<file path="config.mk">
export PLATFORM = sky130hd
export DESIGN_NAME = i2c_cmd_sequencer
export DESIGN_NICKNAME = d
export VERILOG_FILES = /design/src/rtl/i2c_pkg.sv /design/src/rtl/i2c_cmd_fifo.sv /design/src/rtl/i2c_cmd_sequencer.sv
export SDC_FILE = /design/constraint.sdc
export NUM_CORES = 1
export LEC_CHECK = 0
export ABC_AREA = 1
export CAP_MARGIN = 15
export CORE_ASPECT_RATIO = 2
export CORE_MARGIN = 10
export CORE_UTILIZATION = 64
export DETAILED_ROUTE_END_ITERATION = 8
export MAX_ROUTING_LAYER = met4
export PLACE_DENSITY = 0.85
export SLEW_MARGIN = 20
export SYNTH_ARGS = -nofsm -noshare
export SYNTH_HDL_FRONTEND = slang
export SYNTH_HIERARCHICAL = 1
export SYNTH_SLANG_ARGS = --single-unit
</file>
<file path="constraint.sdc">
create_clock -name clk -period 8.5 [get_ports clk]
set_clock_uncertainty 0.2 [all_clocks]
set_input_delay 1.275 -clock clk [delete_from_list [all_inputs] [get_ports clk]]
set_output_delay 1.275 -clock clk [all_outputs]
set_load 0.05 [all_outputs]
</file>
<file path="src/rtl/i2c_pkg.sv">
`default_nettype none
// ============================================================================
// Module   : i2c_pkg
// Desc     : Shared types and constants for the i2c command sequencer.
// Revision : 1.0 - initial release
// ============================================================================

package i2c_pkg;

  typedef enum logic [2:0] {
    S_IDLE      = 3'd0,
    S_ISSUE     = 3'd1,
    S_WAIT_BUSY = 3'd2,
    S_WAIT_DONE = 3'd3,
    S_RESOLVE   = 3'd4
  } seq_state_t;

  // Cycles spent in WAIT_BUSY with m_ready still high before the request is
  // considered lost and reissued.
  localparam int c_WB_TIMEOUT = 4;
  localparam int c_WB_CNT_W   = 3;
  localparam int c_FAIL_CNT_W = 8;

  function automatic logic [c_FAIL_CNT_W-1:0] sat_inc(input logic [c_FAIL_CNT_W-1:0] v);
    return (v == {c_FAIL_CNT_W{1'b1}}) ? v : v + 1'b1;
  endfunction

endpackage

`default_nettype wire

</file>
<file path="src/rtl/i2c_cmd_fifo.sv">
`default_nettype none
// ============================================================================
// Module   : i2c_cmd_fifo
// Desc     : Synchronous FIFO with wrap-bit pointers and full/empty flags.
// Revision : 1.0 - initial release
// ============================================================================

module i2c_cmd_fifo #(
  parameter int WIDTH = 39,
  parameter int DEPTH = 8
) (
  input  logic             clk,
  input  logic             rst_n,
  input  logic             i_push,
  input  logic [WIDTH-1:0] i_wdata,
  input  logic             i_pop,
  output logic [WIDTH-1:0] o_rdata,
  output logic             o_full,
  output logic             o_empty
);

  localparam int c_AW = $clog2(DEPTH);

  logic [WIDTH-1:0] r_mem [DEPTH];
  logic [c_AW:0]    r_wr_ptr;
  logic [c_AW:0]    r_rd_ptr;
  logic             w_push;
  logic             w_pop;

  assign o_empty = (r_wr_ptr == r_rd_ptr);
  assign o_full  = (r_wr_ptr[c_AW] != r_rd_ptr[c_AW]) &&
                   (r_wr_ptr[c_AW-1:0] == r_rd_ptr[c_AW-1:0]);

  // A pop in the same cycle frees the slot, so a push into a full FIFO is safe.
  assign w_pop  = i_pop && !o_empty;
  assign w_push = i_push && (!o_full || w_pop);

  always_ff @(posedge clk) begin
    if (!rst_n) begin
      r_wr_ptr <= '0;
      r_rd_ptr <= '0;
    end else begin
      if (w_push) r_wr_ptr <= r_wr_ptr + 1'b1;
      if (w_pop)  r_rd_ptr <= r_rd_ptr + 1'b1;
    end
  end

  always_ff @(posedge clk) begin
    if (w_push) r_mem[r_wr_ptr[c_AW-1:0]] <= i_wdata;
  end

  assign o_rdata = r_mem[r_rd_ptr[c_AW-1:0]];

endmodule

`default_nettype wire

</file>
<file path="src/rtl/i2c_cmd_sequencer.sv">
`default_nettype none
// ============================================================================
// Module   : i2c_cmd_sequencer
// Desc     : Queues write commands and issues them to i2c_master one at a
//            time; transfer retry is built when I2C_SEQ_RETRY_EN is defined.
// Revision : 1.0 - initial release
// ============================================================================

module i2c_cmd_sequencer
  import i2c_pkg::*;
#(
  parameter int NUM_BYTE   = 4,
  parameter int BYTE_SIZE  = 8,
  parameter int DATA_WIDTH = NUM_BYTE * BYTE_SIZE,
  parameter int FIFO_DEPTH = 8,
  parameter int MAX_RETRY  = 2
) (
  input  logic                    clk,
  input  logic                    rst_n,
  input  logic                    cmd_valid,
  output logic                    cmd_ready,
  input  logic [BYTE_SIZE-2:0]    cmd_addr,
  input  logic [DATA_WIDTH-1:0]   cmd_data,
  output logic                    m_req,
  output logic                    m_wen,
  output logic [BYTE_SIZE-2:0]    m_slave_addr,
  output logic [DATA_WIDTH-1:0]   m_writedata,
  input  logic                    m_ready,
  input  logic                    m_addr_err,
  input  logic                    m_noack_err,
  output logic                    seq_busy,
  output logic                    cmd_done,
  output logic                    cmd_fail,
  output logic [c_FAIL_CNT_W-1:0] fail_count
);

  localparam int c_AW = BYTE_SIZE - 1;
  localparam int c_FW = c_AW + DATA_WIDTH;

  seq_state_t              r_state;
  seq_state_t              w_state_nxt;
  logic [c_FW-1:0]         w_head;
  logic                    w_full;
  logic                    w_empty;
  logic                    w_push;
  logic                    w_pop;
  logic                    w_can_retry;
  logic                    w_resolve_fail;
  logic [c_WB_CNT_W-1:0]   r_wb_cnt;
  logic                    r_err;
  logic                    r_m_req;
  logic                    r_cmd_done;
  logic                    r_cmd_fail;
  logic [c_AW-1:0]         r_m_addr;
  logic [DATA_WIDTH-1:0]   r_m_data;
  logic [c_FAIL_CNT_W-1:0] r_fail_cnt;

  assign w_push = cmd_valid && !w_full;

  i2c_cmd_fifo #(
    .WIDTH (c_FW),
    .DEPTH (FIFO_DEPTH)
  ) u_fifo (
    .clk     (clk),
    .rst_n   (rst_n),
    .i_push  (w_push),
    .i_wdata ({cmd_addr, cmd_data}),
    .i_pop   (w_pop),
    .o_rdata (w_head),
    .o_full  (w_full),
    .o_empty (w_empty)
  );

`ifdef I2C_SEQ_RETRY_EN
  localparam int c_RETRY_W = (MAX_RETRY > 0) ? $clog2(MAX_RETRY + 1) : 1;
  logic [c_RETRY_W-1:0] r_retry_cnt;

  assign w_can_retry = (32'(r_retry_cnt) < MAX_RETRY);

  always_ff @(posedge clk) begin
    if (!rst_n) begin
      r_retry_cnt <= '0;
    end else if (r_state == S_RESOLVE) begin
      r_retry_cnt <= (r_err && w_can_retry) ? r_retry_cnt + 1'b1 : '0;
    end
  end
`else
  // No retries in this build; MAX_RETRY is non-negative so this is constant 0.
  assign w_can_retry = (MAX_RETRY < 0);
`endif

  assign w_resolve_fail = (r_state == S_RESOLVE) && r_err && !w_can_retry;
  assign w_pop          = (r_state == S_RESOLVE) && !(r_err && w_can_retry);

  always_comb begin
    w_state_nxt = r_state;
    case (r_state)
      S_IDLE:      if (!w_empty && m_ready) w_state_nxt = S_ISSUE;
      S_ISSUE:     w_state_nxt = S_WAIT_BUSY;
      S_WAIT_BUSY: begin
        if (!m_ready)
          w_state_nxt = S_WAIT_DONE;
        else if (r_wb_cnt == c_WB_CNT_W'(c_WB_TIMEOUT - 1))
          w_state_nxt = S_ISSUE;
      end
      S_WAIT_DONE: if (m_ready) w_state_nxt = S_RESOLVE;
      S_RESOLVE:   w_state_nxt = S_IDLE;
      default:     w_state_nxt = S_IDLE;
    endcase
  end

  always_ff @(posedge clk) begin
    if (!rst_n) begin
      r_state    <= S_IDLE;
      r_m_req    <= 1'b0;
      r_wb_cnt   <= '0;
      r_err      <= 1'b0;
      r_cmd_done <= 1'b0;
      r_cmd_fail <= 1'b0;
      r_fail_cnt <= '0;
      r_m_addr   <= '0;
      r_m_data   <= '0;
    end else begin
      r_state    <= w_state_nxt;
      r_m_req    <= (w_state_nxt == S_ISSUE);
      r_cmd_done <= (r_state == S_RESOLVE) && !r_err;
      r_cmd_fail <= w_resolve_fail;
      if (w_state_nxt == S_ISSUE) begin
        r_m_addr <= w_head[c_FW-1 -: c_AW];
        r_m_data <= w_head[DATA_WIDTH-1:0];
      end
      if (r_state == S_ISSUE)
        r_wb_cnt <= '0;
      else if (r_state == S_WAIT_BUSY)
        r_wb_cnt <= r_wb_cnt + 1'b1;
      // An error coinciding with the m_ready rise is still captured here.
      if (r_state == S_ISSUE)
        r_err <= 1'b0;
      else if ((r_state == S_WAIT_DONE) && (m_addr_err || m_noack_err))
        r_err <= 1'b1;
      if (w_resolve_fail)
        r_fail_cnt <= sat_inc(r_fail_cnt);
    end
  end

  assign cmd_ready    = !w_full;
  assign m_req        = r_m_req;
  assign m_wen        = 1'b1;
  assign m_slave_addr = r_m_addr;
  assign m_writedata  = r_m_data;
  assign seq_busy     = !w_empty || (r_state != S_IDLE);
  assign cmd_done     = r_cmd_done;
  assign cmd_fail     = r_cmd_fail;
  assign fail_count   = r_fail_cnt;

endmodule

`default_nettype wire

</file>
==> summary.md, run 1 <==
Cells with a size suffix above 1 make up 7.891% of the layout. The total detailed-routing wirelength is 34.98 mm, and the number of failing hold endpoints at the final stage is 0. Overall die width: 130.1 um.

CTS placed an instance of clkbuf_16 at the clock tree root. Across all setup checks in the final design, the least slack found is 4.554 ns. In this run the tightest slew margin relative to its limit is 30.52%. The number of hold buffers added after CTS was 0. The number of standard cells after synthesis was 1386; the number of filler cells placed in the layout was 1512. The area of the die came out at 31250 um2. The transition time at the pin with the least slew margin is 1.042 ns, and the maximum fanout along the worst path is 5.

The level count of the clock H-tree was 1; the die boundary height was 240.2 um. The largest net degree at the start of global routing came out at 105. The count of placed standard cells in the final layout, fillers left out came out at 1761. The tool flagged a number of max-cap violations equal to 0. Synthesis-to-finish area growth: 12.83%. The worst setup path is of the register to primary output kind. In the global route stage, overall resource usage came out at 22.91%. The sum of net half-perimeters after detailed placement is 19.61 mm. The tools report the leakage power total as 6.230 nW. The highest clock rate came out at 253.4 MHz. The clock reaches the later pin of the worst-skew pair after 0.58 ns. The final critical delay including setup and external delays is 3.946 ns.

The type of origin of the critical path is a register. The run gives 15520 um2 as the total standard cell area after synthesis. A synthesized cell averages 11.20 um2. After floorplanning, the core was divided into 80 placement rows. During synthesis, Yosys emitted a total of 6 warnings.

The first global-routing pass estimated 54.83 mm of wire. The run gives 2.47 ns as the critical path data arrival time. Prior to clock tree synthesis, the placed netlist has a worst setup slack of 4.616 ns. The longest clock path from root to sink contains 3 buffers. In this run the power density over the cells is 229.4 nW/um2. Once detail routing completed, the nets flagged for antenna violations numbered 0. In this run, distinct cell masters in the synthesized netlist total 36. The remaining global-route overflow was 0; the effective utilization at floorplan was 64.87%. The worst-case IR drop observed on VDD is 203.2 uV. The multi-input combinational cells in the finished layout cover a total of 4061 um2.

The total of cells resized after clock tree synthesis was 0. In this run the biggest area consumer among cell types represents 60.37% of the synthesized area. The routed layout has 10544 vias. The tools report the number of setup violations in the final report as 0. Internal reg-to-reg setup slack: 5.12 ns.

Post-CTS timing repair inserted 0 buffers for setup. The detailed-routing iteration count for the pre-antenna-repair pass is 7, and the count of boundary I/O pins is 98. After clock tree synthesis, the clock-pin slew on the worst setup and hold paths is 0.07 ns. During placement, the flow inserted port buffers numbering 96. The tools report the cell area after placement as 16490 um2. Of the available clock period, the critical path in the final layout requires 46.43%. After detailed routing, the number of remaining DRC violations is 0. The clock net sink count is 380, and the core box area is 23920 um2.

The worst min-delay path category was register to register. After routing the design area is 17510 um2. The synthesized design contains 380 register bits. The clock buffer count from CTS is 31. STA classifies the critical path endpoint as a primary output.

By area the synthesized netlist is led by edfxtp_1 (60%), dfxtp_1 (8.8%), nor2_1 (6.4%). At the worst endpoint, the required time is 7.03 ns. The storage element area is 10740 um2, and the part of the Yosys area used for sequential elements is 69.14%.

The initial antenna violation count is 4. The via density per instance was 5.988; the final weighted congestion of routability-driven global placement was 0.7957. Setup repair after global routing left no endpoint under its margin. The run gives 1701 as the placed instance count. For the final sum of negative setup slack, the log shows 0 ns. TritonCTS built the clock tree. The number of max-slew violations in the final report was 0. The number of global-route vias before repair is 10727, and the post-layout net count is 1497. The average wire per standard cell works out to 19.86 um. The flow ran to the end, and the final reports show no timing, DRC or antenna violations. The number of nets in the synthesized netlist is 1436. Cell accounting for the most synthesized area: edfxtp_1. In this run, the number of DRC markers left after iteration 0 of detailed routing was 946.
[flip-flops by register name (all words and copies together), names as in the netlist, named ones only]
| name | cells |
|---|---|
| u_fifo/r_mem | 312 |
| r_state | 3 |
| m_writedata | 32 |
| m_slave_addr | 7 |
| u_fifo/r_rd_ptr | 4 |
| cmd_fail | 1 |
| cmd_done | 1 |
| u_fifo/r_wr_ptr | 4 |
| m_req | 1 |
| r_wb_cnt | 3 |
| fail_count | 8 |
| r_err | 1 |
[cell usage after synthesis]
cell type and count:
clkbuf_1 28, buf_1 3, nand2_2 4, clkinv_4 1
nand3_1 42, a211oi_1 1, inv_2 5, nor2_4 2
o21ai_0 130, buf_6 17, inv_1 65, buf_2 22
nand3_4 2, xnor2_1 3, nand3b_1 1, buf_4 12
nor2_2 4, nor3_1 4, nand4_1 2, nor2_1 264
xnor2_2 1, nor2_8 1, a21oi_2 6, edfxtp_1 312
o21ai_1 31, a31oi_1 39, nand3_2 13, dfxtp_1 68
nand2_1 201, a21oi_1 86, nand2_4 3, nand4_4 1
conb_1 1, o21bai_1 1, ha_1 5, xor2_1 5
[worst max-delay path, stage by stage, from the launching register on]
cell             delay, ns
dfxtp_1               0.44
inv_1                 0.09
nand2_1               0.08
nand2_2               0.06
nor2_4                0.16
nand3_2               0.14
inv_1                 0.12
nand3_1               0.08
clkdlybuf4s50_1       0.71
[metal layers]
| layer | track usage, % | vias up | part of all wire (%) |
|---|---|---|---|
| li1 | - | 4892 | - |
| met3 | 2.669 | 81 | 6.6 |
| met4 | 10.55 | 0 | 3.4 |
| met5 | - | - | 0 |
| met2 | 41.01 | 510 | 54 |
| met1 | 24.49 | 5061 | 36 |
[area by class of cell]
class	instances	share of cell area (%)
antenna	4	0.05717
clock buffer	37	4.559
timing repair buffer	110	6.060
inverter	71	1.565
tap	287	2.051
sequential	380	61.32
clock inverter	19	1.193
multi-input combinational	853	23.20
[cell usage in the layout, fill, tap and decap left out, types with 4 or more instances in the layout]
cell	instances
a21oi_1	86
edfxtp_1	312
o21ai_1	31
clkbuf_16	31
inv_1	63
a31oi_1	39
nor2_1	257
nand3_1	42
inv_2	6
nor3_1	4
clkinv_2	4
clkinv_1	4
nand3_2	13
diode_2	4
clkdlybuf4s50_1	95
a21oi_2	6
o21ai_0	130
bufinv_16	4
buf_4	14
nand2_1	201
xor2_1	5
dfxtp_1	65
nand2_2	4
clkbuf_1	6
nor2_4	9
nor2_2	4
ha_1	5
[logic make-up (layout without fill, tap and decap cells)]
family	count (synthesis)	after routing	share of synthesized area (%)
compound gates	294	294	9.973
xor+xnor	9	9	0.5564
fa+ha+maj	5	5	0.4031
buf+inv	153	237	5.023
flops	380	380	69.14
other cells	1	5	0.02416
simple gates	544	544	14.88
[power by group]
part	internal (mW)	total [mW]	switching, mW
clock network	0.793	1.43	0.636
registers	2.09	2.12	0.0332
logic	0.142	0.466	0.324
total	3.02	4.02	0.993
[path summary, 6_finish.rpt]
path,start,endpoint,cells after the start
max,u_fifo/r_rd_ptr[0],seq_busy,8
min,r_err,cmd_done,1
max reg2reg,register,m_writedata[31],10
min reg2reg,r_err,cmd_done,1
[stage by stage]
step                utilization, %  hold WS (ns)  power (mW)
finish                       73.19        0.2323       4.016
detailed placement           68.94        0.2114       2.628
global route                 73.19        0.2580       4.146
floorplan                        -        0.2013       2.487
CTS                          73.15        0.2339       4.042
global placement             68.94        0.2081       2.611
Note: power is estimated with default switching activity, not from simulation.
==> inputs of run 2 (changes only) <==
Settings changed: CORE_UTILIZATION 64 to 59, PLACE_DENSITY 0.85 to 0.79.
Clock period 8.5 ns to 3.72 ns, I/O delays scaled along.
==> summary.md, run 2 (synthesis results as in run 1) <==
STA classifies the critical path startpoint as a register. The internal power component is 7.046 mW (+130%). The required time of the worst setup path is 2.96 ns (-4.07 ns). The final critical delay including setup and external delays is 3.136 ns. The run gives 31.51% (+0.99 points) as the tightest slew margin relative to the limit. The tools report the via count as 10384 (-1.5%).

The post-route worst hold slack is 0.2241 ns (-0.008289 ns), and the effective utilization at floorplan is 59.30% (-5.6 points). The area of the die was 33580 um2 (+7.5%). The remaining global-route overflow was 0 (unchanged). Global-route wire length before repair: 55.28 mm (+0.80%). The number of setup violations in the final report is 0 (unchanged), and the overall die width is 134.7 um (+3.5%).

The number of antenna cells inserted is 0 (-4). The tree is rooted in a clkbuf_16. The detailed-routing iteration count for the pre-antenna-repair pass was 5 (-2); the number of filler cells placed in the layout was 1847 (+22%). The transition time at the pin with the least slew margin was 1.027 ns (-0.01481 ns).

The logs give 6.328 nW (+1.6%) for the leakage power total and 1506 (+0.60%) for the post-layout net count. The setup path with the least slack is of type register to primary output. Core box area: 26170 um2 (+9.4%). The largest net degree at the start of global routing was 157 (+50%).

The number of design rule violations left after detail routing was 0 (unchanged). The via density per instance was 5.690 (-5.0%). For the initial antenna violation count, the log shows 0 (-4).

The net switching fraction of the power works out to 24.48% (-0.24 points). Critical path data arrival time: 2.38 ns (-0.09 ns). For this run, the top clock speed supported by timing is 318.9 MHz.

The flip-flop count of the largest register after layout is 312 (unchanged), and the post-CTS setup repair buffer count is 0 (unchanged). The tools report the number of failing hold endpoints at the final stage as 0 (unchanged). Overall fraction of global-route tracks in use: 21.17% (-1.7 points). The total of cells resized after clock tree synthesis was 0 (unchanged). The sequential fraction of design power was 51.9% (-0.9 points); the site row count was 84 (+5.0%). The flow ran to the end, and the final reports show no timing, DRC or antenna violations.

STA classifies the critical path endpoint as a primary output. TritonCTS built the clock tree. The switching power of the nets was 2.284 mW (+130%); the number of buffers inserted for hold repair after clock tree synthesis was 0 (unchanged). The clock net sink count is 380 (unchanged). The total detailed-routing wirelength was 35.21 mm (+0.67%). The clock buffer count from CTS came out at 34 (+9.7%).

The final sum of negative setup slack is 0 ns (unchanged), and the worst ir drop on vdd is 494.6 uV (+140%). The run gives 11.8% (+0.2 points) as the part of the power in combinational logic. The run gives 0.7952 (about the same) as the final weighted congestion of routability-driven global placement. The quantity of I/O buffers inserted on ports was 96 (unchanged). Leaving out fill and tap cells, the most frequent cells in the layout are edfxtp_1 (312), nor2_1 (257), nand2_1 (201), o21ai_0 (130), clkdlybuf4s50_1 (95). The internal reg-to-reg setup slack was 0.81 ns (-4.31 ns); the average wire per standard cell was 19.29 um (-2.9%). Worst min-delay path category: register to register. The clock group share of total power was 36.4% (+0.8 points); the final cycle utilization of the critical path was 84.30%.

The tools report the starting DRC count in detailed routing as 916 (-3.2%). The maximum fanout along the worst path works out to 6 (+1). From synthesis to final layout, the design area changed by 14.57%.

The tools report the maximum clock path buffer count as 3 (unchanged). The number of nets with antenna violations after routing came out at 0 (unchanged). Sum of net half-perimeters after detailed placement: 20.71 mm (+5.6%). The total power density per cell area was 524.8 nW/um2 (+130%); the clock-pin slew reported for the worst setup and hold paths after clock tree synthesis was 0.06 ns (about the same). The number of global-route vias before repair is 10575 (-1.4%). Die boundary height: 249.4 um (+3.8%). Leaving out fill and tap cells, the most frequent cell in the layout is edfxtp_1.

Count of max-cap constraint violations: 0 (unchanged). The run gives 98 (unchanged) as the count of boundary I/O pins. Number of max-slew violations in the final report: 0 (unchanged). The level count of the clock H-tree was 2 (+1); the clock latency reported for the late side of the worst-skew pair was 0.53 ns (-0.05 ns). The fraction of final layout cells sized beyond drive strength 1 was 8.170% (+0.28 points).

Setup repair after global routing left no endpoint under its margin.
[run 2: cell count changes in the layout (fill, tap and decap cells not counted), sizes merged, moves of 3 or more]
cell      delta
diode        -4
clkbuf      +15
buf          +6
clkinvlp     -3
bufinv       -3
[run 2: layer usage]
metal | share of wire, % | vias to the layer above | global-route usage, %
li1 | - | 4915 | -
met1 | 37 | 5045 | 22.76
met2 | 55 | 348 | 38.31
met3 | 5.3 | 76 | 2.544
met4 | 2.9 | 0 | 8.185
met5 | 0 | - | -
[run 2: path summary, 6_finish.rpt]
check,from,endpoint,depth (start not counted)
worst max-delay path,u_fifo/r_wr_ptr[0],seq_busy,8
worst max register to register,u_fifo/r_wr_ptr[0],u_fifo/r_mem[2][22],9
worst min-delay path,r_err,cmd_done,1
worst min register to register,r_err,cmd_done,1
[run 2: metrics by stage]
| step | cells | total power [mW] | cell area, um2 | util (%) | setup WS [ns] |
|---|---|---|---|---|---|
| after floorplan | 1386 | 5.682 | 15520 | - | 0.2119 |
| after global placement | 1764 | 6.006 | 16710 | 63.85 | 0.6054 |
| after detailed placement | 1764 | 6.034 | 16710 | 63.85 | 0.5239 |
| after CTS | 1825 | 9.388 | 17780 | 67.94 | 0.5527 |
| after global routing | 1825 | 9.648 | 17780 | 67.94 | 0.4165 |
| final | 1825 | 9.331 | 17780 | 67.94 | 0.5841 |
[run 2: layout make-up]
class                      count  area [um2]  area share, %
sequential                   380       10740          60.39
inverter                      71       274.0          1.541
timing repair buffer         116        1206          6.784
multi-input combinational    853        4061          22.84
clock buffer                  52        1002          5.637
clock inverter                 9       68.82         0.3871
tap                          344       430.4          2.421
[run 2: worst max-delay path: stages, from the launching register on]
cell and delay, ns:
dfxtp_1 0.44, inv_1 0.10, nand2_2 0.07, nand2_2 0.07, nor2_4 0.15, nand3_2 0.14
inv_1 0.12, nand3_1 0.08, clkdlybuf4s50_1 0.71
[run 2: power groups by stage]
| stage | registers (mW) | logic (mW) | clock network, mW |
|---|---|---|---|
| after floorplan | 5.19 | 0.488 | 0 |
| after global placement | 4.93 | 1.08 | 0 |
| after detailed placement | 4.93 | 1.10 | 0 |
| after CTS | 4.84 | 1.11 | 3.44 |
| after global routing | 4.85 | 1.18 | 3.61 |
| final | 4.84 | 1.10 | 3.39 |
